--- src/rtl/btn_pkg.sv ---
// btn_pkg: shared FSM state type and counter-width helper for the button conditioner
package btn_pkg;
    typedef enum logic [2:0] {IDLE, DB_PRESS, HELD_WAIT, HELD_RPT, DB_REL} state_t;
    // Width large enough that no counter can wrap before its compare value.
    function automatic int cnt_w(input int a, input int b, input int c);
        int m;
        m = (a > b) ? a : b;
        m = (m > c) ? m : c;
        return $clog2(m) + 1;
    endfunction
endpackage

--- src/rtl/btn_channel.sv ---
// btn_channel: one button -- 2-flop sync, debounce, press/release pulses, auto-repeat
//   clk       system clock
//   reset     synchronous reset, active-low
//   raw       asynchronous raw level, 1 = pressed
//   repeat_en auto-repeat enable (sampled every cycle)
//   dpb       debounced level
//   scen      one-cycle pulse on accepted press
//   rpt       one-cycle pulse on accepted press and every repeat tick
//   rel       one-cycle pulse on accepted release
module btn_channel
    import btn_pkg::*;
#(
    parameter int DB_CYCLES    = 1000000,
    parameter int REPEAT_DELAY = 25000000,
    parameter int REPEAT_RATE  = 8000000
) (
    input  logic clk,
    input  logic reset,
    input  logic raw,
    input  logic repeat_en,
    output logic dpb,
    output logic scen,
    output logic rpt,
    output logic rel
);
    localparam int CNT_W = cnt_w(DB_CYCLES, REPEAT_DELAY, REPEAT_RATE);
    localparam logic [CNT_W-1:0] DB_C = CNT_W'(DB_CYCLES);
    localparam logic [CNT_W-1:0] RD_C = CNT_W'(REPEAT_DELAY - 1);
    localparam logic [CNT_W-1:0] RR_C = CNT_W'(REPEAT_RATE - 1);
    logic s1, s;
    state_t state, state_nxt;
    logic [CNT_W-1:0] dcnt, dcnt_nxt, dcnt_inc, rcnt, rcnt_nxt;
    logic dpb_nxt, scen_nxt, rpt_nxt, rel_nxt;
    always_ff @(posedge clk) begin
        if (!reset) begin
            s1    <= 1'b0;
            s     <= 1'b0;
            state <= IDLE;
            dcnt  <= '0;
            rcnt  <= '0;
            dpb   <= 1'b0;
            scen  <= 1'b0;
            rpt   <= 1'b0;
            rel   <= 1'b0;
        end else begin
            s1    <= raw;
            s     <= s1;
            state <= state_nxt;
            dcnt  <= dcnt_nxt;
            rcnt  <= rcnt_nxt;
            dpb   <= dpb_nxt;
            scen  <= scen_nxt;
            rpt   <= rpt_nxt;
            rel   <= rel_nxt;
        end
    end
    // dcnt is kept at 0 in IDLE and the held states, so dcnt+1 is the
    // number of consecutive samples at the new level including this one.
    always_comb begin
        state_nxt = state;
        dcnt_nxt  = dcnt;
        rcnt_nxt  = rcnt;
        dpb_nxt   = dpb;
        scen_nxt  = 1'b0;
        rpt_nxt   = 1'b0;
        rel_nxt   = 1'b0;
        dcnt_inc  = dcnt + CNT_W'(1);
        case (state)
            IDLE, DB_PRESS: begin
                if (!s) begin
                    state_nxt = IDLE;
                    dcnt_nxt  = '0;
                end else if (dcnt_inc == DB_C) begin
                    state_nxt = HELD_WAIT;
                    dcnt_nxt  = '0;
                    rcnt_nxt  = '0;
                    dpb_nxt   = 1'b1;
                    scen_nxt  = 1'b1;
                    rpt_nxt   = 1'b1;
                end else begin
                    state_nxt = DB_PRESS;
                    dcnt_nxt  = dcnt_inc;
                end
            end
            HELD_WAIT, HELD_RPT, DB_REL: begin
                if (!s) begin
                    rcnt_nxt = '0;
                    if (dcnt_inc == DB_C) begin
                        state_nxt = IDLE;
                        dcnt_nxt  = '0;
                        dpb_nxt   = 1'b0;
                        rel_nxt   = 1'b1;
                    end else begin
                        state_nxt = DB_REL;
                        dcnt_nxt  = dcnt_inc;
                    end
                end else if (state == DB_REL) begin
                    // Release bounce: back to held, repeat timing restarts.
                    state_nxt = HELD_WAIT;
                    dcnt_nxt  = '0;
                    rcnt_nxt  = '0;
                end else if (!repeat_en) begin
                    state_nxt = HELD_WAIT;
                    rcnt_nxt  = '0;
                end else if (rcnt == ((state == HELD_WAIT) ? RD_C : RR_C)) begin
                    state_nxt = HELD_RPT;
                    rcnt_nxt  = '0;
                    rpt_nxt   = 1'b1;
                end else begin
                    rcnt_nxt = rcnt + CNT_W'(1);
                end
            end
            default: begin
                state_nxt = IDLE;
                dcnt_nxt  = '0;
                rcnt_nxt  = '0;
            end
        endcase
    end
endmodule

--- src/rtl/btn_conditioner.sv ---
// btn_conditioner: N_CH independent push-button conditioners
//   Clk       system clock
//   Reset     synchronous reset, active-low
//   Btn_raw   raw button levels, 1 = pressed
//   Repeat_en per-channel auto-repeat enable
//   Dpb       debounced levels
//   Scen      press pulses
//   Rpt       press + auto-repeat pulses
//   Rel       release pulses
module btn_conditioner #(
    parameter int N_CH         = 5,
    parameter int DB_CYCLES    = 1000000,
    parameter int REPEAT_DELAY = 25000000,
    parameter int REPEAT_RATE  = 8000000
) (
    input  logic            Clk,
    input  logic            Reset,
    input  logic [N_CH-1:0] Btn_raw,
    input  logic [N_CH-1:0] Repeat_en,
    output logic [N_CH-1:0] Dpb,
    output logic [N_CH-1:0] Scen,
    output logic [N_CH-1:0] Rpt,
    output logic [N_CH-1:0] Rel
);
    for (genvar i = 0; i < N_CH; i++) begin : g_ch
        btn_channel #(
            .DB_CYCLES   (DB_CYCLES),
            .REPEAT_DELAY(REPEAT_DELAY),
            .REPEAT_RATE (REPEAT_RATE)
        ) u_ch (
            .clk      (Clk),
            .reset    (Reset),
            .raw      (Btn_raw[i]),
            .repeat_en(Repeat_en[i]),
            .dpb      (Dpb[i]),
            .scen     (Scen[i]),
            .rpt      (Rpt[i]),
            .rel      (Rel[i])
        );
    end
endmodule

--- config.mk ---
export PLATFORM = sky130hd
export DESIGN_NAME = btn_conditioner
export DESIGN_NICKNAME = d
export VERILOG_FILES = /design/src/rtl/btn_pkg.sv /design/src/rtl/btn_channel.sv /design/src/rtl/btn_conditioner.sv
export SDC_FILE = /design/constraint.sdc
export NUM_CORES = 1
export LEC_CHECK = 0
export CORE_ASPECT_RATIO = 1.75
export CORE_MARGIN = 1.5
export CORE_UTILIZATION = 53
export DETAILED_ROUTE_END_ITERATION = 8
export GPL_TIMING_DRIVEN = 0
export PLACE_DENSITY_LB_ADDON = 0.08
export SYNTH_ARGS = -nofsm -noshare
export SYNTH_HDL_FRONTEND = slang
export SYNTH_SLANG_ARGS = --single-unit
--- constraint.sdc ---
create_clock -name Clk -period 4.21 [get_ports Clk]
set_input_delay 0.842 -clock Clk [delete_from_list [all_inputs] [get_ports Clk]]
set_output_delay 0.842 -clock Clk [all_outputs]
set_load 0.01 [all_outputs]
======== Word-level counts from Yosys, hierarchy flattened ========
Index checks and enable logic that the tools add are counted.
operators by class
  add/subtract/negate cells ............... 10
  eq/ne operators ......................... 60
  bitwise operators ....................... 6
  reductions and logical operators ........ 40
  mux-type cells .......................... 165
operator list
  cell                                                   number
  2-to-1 mux 26 bit                                      50
  one-hot mux 26 bit (2 select lines)                    10
  adder 26 x 1 -> 26 bit, second input constant          10
  equality test 26 x 20 -> 1 bit, second input constant  5
  equality test 26 bit                                   5
  2-to-1 mux 25 bit                                      5
  2-to-1 mux 3 bit                                       30
  2-to-1 mux 1 bit                                       50
  equality test 3 x 2 -> 1 bit, second input constant    10
  inequality test 2 x 1 -> 1 bit, second input constant  15
  one-hot mux 3 bit (2 select lines)                     5
  OR reduction 3 bit                                     10
  inequality test 5 bit, second input constant           5
  AND reduction 5 bit                                    5
  one-hot mux 1 bit (2 select lines)                     10
  AND reduction 2 bit                                    10
  equality test 3 x 1 -> 1 bit, second input constant    5
  equality test 3 bit, second input constant             5
  zero test 3 bit                                        5
  inequality test 3 bit, second input constant           5
  2-to-1 mux 2 bit                                       5
  inequality test 2 bit, second input constant           5
  nonzero test 2 bit                                     5
  OR reduction 2 bit                                     5
  inverter 1 bit                                         6
word-level totals
  output and inout port bits .............. 20
  word-level logic and storage cells ...... 326
  register bits after elaboration ......... 305

======== Depth between registers and ports, before layout ========
  depth in word-level cells ............... 8
  gate-level depth with buffers ........... 12
  depth with buffers taken out ............ 9

======== Modules after synthesis ========
A second synthesis with hierarchy kept.
second synthesis, totals
  cells, all modules ...................... 2,407
  area, all modules ....................... 18,298.8 µm²
by module, submodules not included
  module                          sequential area each (µm²)  instances  cells each  area each (µm²)
  btn_channel (g_ch[0].u_ch ...)  1,221.2                     4          483         3,644.7
  btn_channel (g_ch[4].u_ch)      1,221.2                     1          475         3,719.8

======== Worst setup path after synthesis ========
Ideal clock, no wire load.
  path kind ............................... register to register
  start point ............................. register g_ch[1].u_ch.dcnt[0]
  end point ............................... register g_ch[1].u_ch.dcnt[2]
  required time ........................... 4.089 ns
  clock period less this slack ............ 3.045 ns
  arrival ................................. 2.924 ns
  path slack .............................. 1.165 ns
  buffers on the path ..................... 2
  cell stages (with the launch flop) ...... 12
  cell sequence ........................... dfxtp_1 ha_1 nand3_1 or4_1 clkbuf_1 or4_1 a21oi_1 nand4_1 o211ai_2 buf_4 nor2_1 mux2_2
between the ends
  word-level cells in the longest chain between the ends .. 5
  elaborated cells on any way between the ends .. 6
  those cells by class .................... add/sub (1); eq/ne (1); mux (4)
RTL lines
  item                                     RTL line                              text
  start, declared                          btn_channel.sv:32                     logic [CNT_W-1:0] dcnt, dcnt_nxt, dcnt_inc, rcnt, rcnt_nxt;
  start signal, assigned                   btn_channel.sv:49                     dcnt <= dcnt_nxt;
  adder 26 x 1 -> 26 bit (*)               btn_channel.sv:67                     dcnt_inc = dcnt + CNT_W'(1);
  equality test 26 x 20 -> 1 bit           btn_channel.sv:73, btn_channel.sv:88
  2-to-1 mux 26 bit (*)                    btn_channel.sv:73, btn_channel.sv:88
  2-to-1 mux 26 bit (on tied branches)     btn_channel.sv:86, btn_channel.sv:70
  one-hot mux 26 bit (2 select lines) (*)  btn_channel.sv:68                     case (state)
Every way passes the cells marked *; elsewhere a longest branch is shown, timed or not.
A chain may end at the register's enable or synchronous reset.

======== Worst setup path in the final report ========
  start point ............................. register g_ch[3].u_ch.dcnt[0]
  end point ............................... register g_ch[3].u_ch.rcnt[15]
between the ends
  word-level cells in the longest chain between the ends .. 4
RTL lines
  item                                      RTL line           text
  start, declared                           btn_channel.sv:32
  start signal, assigned                    btn_channel.sv:49
  adder 26 x 1 -> 26 bit                    btn_channel.sv:67
  equality test 26 x 20 -> 1 bit            btn_channel.sv:73  end else if (dcnt_inc == DB_C) begin
  inequality test 2 x 1 -> 1 bit (no line)  --
  AND reduction 2 bit (no line)             --
  end signal, assigned                      btn_channel.sv:50  rcnt <= rcnt_nxt;
  end, declared                             btn_channel.sv:32
Every way passes these cells.

==> flow_summary.ini <==
[layout]
layout-area-overhead-vs-synth_pct = 10.5
layout-drive-gt1-share = 0.0598
num_antenna_cells = 0
fillers = 3118
fin_nets = 2474

[yosys]
syn_avg_cell_area_sq_um = 7.43
post_synth_instance_area_sq_um = 17700
synth.net_count = 2410
ys.warnings.count = 0
cell_variety_after_synth = 87
synth_area_leader_cell = dfxtp_1
synthArstFlopShare = 0
yosys_register_bits = 305
synth_edf_count = 0
seq_area_frac_synth = 0.344
postSynth.topFlopCell = dfxtp_1
synthesis.instances = 2388
synthMostInstantiatedCell = dfxtp_1
synthDominantCellAreaShare = 0.344
post_synth_most_frequent_cells = dfxtp_1 (305), nand2_1 (250), nor2_1 (244)
post_synth_main_area_contributors = dfxtp_1 (34%), o21ai_0 (5.3%), nand2_1 (5.3%)

[grt]
grt_pass1_wl_um = 84700
globalRoute.totalOverflow = 0
globalRouteTotalUtil = 0.296
vias_in_the_first_global_route = 17485
grt_antenna_before_repair = 0
grt_start_max_net_pins = 15

[worst_setup_path]
critical_path_arrival_ns = 4.24
cp_common_cell = clkbuf_1
max_stage_delay_ns = 0.58
worstPathMaxFanout = 10
cp.required_ns = 4.64
crit_path_cell_trace = ha_1 -> and4_1 -> clkbuf_1 -> nand2_1 -> a2111oi_0 -> o22ai_1 -> nor4_1 -> a311o_1 -> clkbuf_1 -> a31oi_1
worstSetupStartpointType = register
worstSetupPathType = reg -> reg
worstSetupEndpointType = register
crit_path_max_delay_cell_type = nor4_1

[sta]
fmax_mhz = 263
min_tclk_post_route_ns = 3.81
maxSlewHeadroom = 0.178
fin_ws_ns = 0.401
finalHoldWorstSlack_ns = 0.433
worst-slew-pin-transition_ns = 1.22
setup_viol_count_final = 0
timing_max_transition_violations_final = 0
final.period_utilization = 0.905
grt_setup_unrepaired = no
fin_setup_tns_ns = 0
clock-skew-final_ns = 0.0128
final-hold-violation-count = 0

[power_and_ir_drop]
sequentialPowerShare = 0.488
leakagePower_nw = 6.33
power.switching_fraction = 0.223
clock_power_share = 0.488
peakVddDrop_mv = 0.276
net-switching-power_mw = 1.33
power_density_nw_per_um2 = 303
cellInternalPower_mw = 4.62
power_mw = 5.94
fraction_of_power_consumed_by_combinational_cells = 0.024

[drt]
wire_per_inst_um = 18.2
finalWirelength_um = 52300
via_count = 18412
drcViolationCount = 0
antenna_left = 0
detail_route.iter0.violations = 999
routed_via_density = 6.40
detailedRoute.firstPassIterationCount = 7

[clocking]
h-tree-depth = 1
clock_sink_count = 305
clock_tree_from_tritoncts = yes
ctsHoldBuffers = 0
clk_root_buffer_cell = clkbuf_16
cts_made_buffers = 31
post_cts.resized_instances = 0
cts_post_setup_buffers_inserted = 0
cts-root-to-sink-buffers = 3
clkSlewWorstSetupHoldPaths_ns = 0.06
clkLatencyLatePin_ns = 0.58

[floorplan]
area_of_the_die_sq_um = 34600
core-area_sq_um = 32900
dieWidth_um = 141
io-pin-count = 32
cell_row_count = 88
floorplan.initialDensity = 0.539
floorplan.die.height_um = 245

[outcome]
run_status = finished clean

[placed_design]
io_buffers = 30
detailedPlace.worstSlack_ns = 0.0731
dpl.hpwl_um = 37300
place.gp.congestion = 0.931

[min_path]
hp-class = reg -> reg

[flow_run]
drv_cap = 0
==> area by class of cell <==
type / instances / area, sq um / share of cell area
flip-flops and latches: 305 / 6110 / 0.312
well taps: 405 / 507 / 0.0259
repair buffers: 31 / 308 / 0.0157
inverters: 39 / 146 / 0.00747
clock inverters: 12 / 163 / 0.00830
clock buffers: 42 / 877 / 0.0447
plain buffers: 176 / 778 / 0.0397
multi-input cells: 1868 / 10700 / 0.547
==> worst paths after layout <==
kind,slack [ns],depth (start not counted),startpoint,to
setup / recovery,0.40,10,g_ch[3].u_ch.dcnt[0]$_SDFFE_PN0P_,g_ch[3].u_ch.rcnt[15]$_SDFFE_PN0P_
hold / removal,0.43,1,g_ch[3].u_ch.s1$_SDFF_PN0_,g_ch[3].u_ch.s$_SDFF_PN0_
setup reg to reg,0.40,10,g_ch[3].u_ch.dcnt[0]$_SDFFE_PN0P_,g_ch[3].u_ch.rcnt[15]$_SDFFE_PN0P_
hold reg to reg,0.43,1,g_ch[3].u_ch.s1$_SDFF_PN0_,g_ch[3].u_ch.s$_SDFF_PN0_
==> state kept, by name (all words and copies together) (netlist names) <==
signal	cells
g_ch.u_ch.scen	5
g_ch.u_ch.rpt	5
g_ch.u_ch.dpb	5
g_ch.u_ch.rcnt	130
g_ch.u_ch.rel	5
g_ch.u_ch.state	15
g_ch.u_ch.s1	5
g_ch.u_ch.dcnt	130
g_ch.u_ch.s	5
==> logic make-up (layout without fill, tap and decap cells) <==
family / after synthesis / after routing / synth area share
simple gates: 1166 / 1166 / 0.342
buf+inv: 215 / 300 / 0.0521
fa+ha+maj: 10 / 10 / 0.00705
flops: 305 / 305 / 0.344
compound gates: 638 / 638 / 0.226
mux: 21 / 21 / 0.0123
xor+xnor: 33 / 33 / 0.0163
==> power by group through the flow <==
stage / Clock [mW] / Sequential [mW] / Combinational (mW)
after floorplan: 0 / 2.96 / 0.0710
final: 2.90 / 2.90 / 0.142
after detailed placement: 0 / 2.96 / 0.141
after CTS: 2.94 / 2.90 / 0.142
after global routing: 3.07 / 2.90 / 0.150
after global placement: 0 / 2.96 / 0.140
==> worst max-delay path, delay by kind of cell (launching register included) <==
kind / cells / cell delay, ns
flops: 1 / 0.46
buf+inv: 2 / 0.71
simple gates: 3 / 0.98
fa+ha+maj: 1 / 0.30
compound gates: 4 / 1.22
==> stage by stage <==
step	util	instance area [sq um]	instances
after global routing	0.595	19600	2878
after CTS	0.595	19600	2878
after floorplan	-	17700	2388
final	0.595	19600	2878
after global placement	0.563	18500	2823
after detailed placement	0.564	18600	2824
==> layout by cell type (no fill, tap or decap), types with 31 or more instances in the layout <==
cell type and instances:
nor4_1 40, or3_1 63, a21oi_1 154, nor3_1 64
nor2_1 244, clkbuf_16 31, nand2_1 250, o21ai_0 189
and2_1 36, dfxtp_1 305, inv_1 38, nand4_1 72
and3_1 48, clkbuf_1 130, nand3_1 169, a31oi_1 74
==> routing by layer <==
layer,vias up,global-route usage,share of wire
met3,195,0.0339,0.043
met5,-,0,0
met4,0,0.175,0.057
met1,8725,0.315,0.39
li1,8955,-,-
met2,537,0.552,0.51
(Power assumes the default switching activity.)
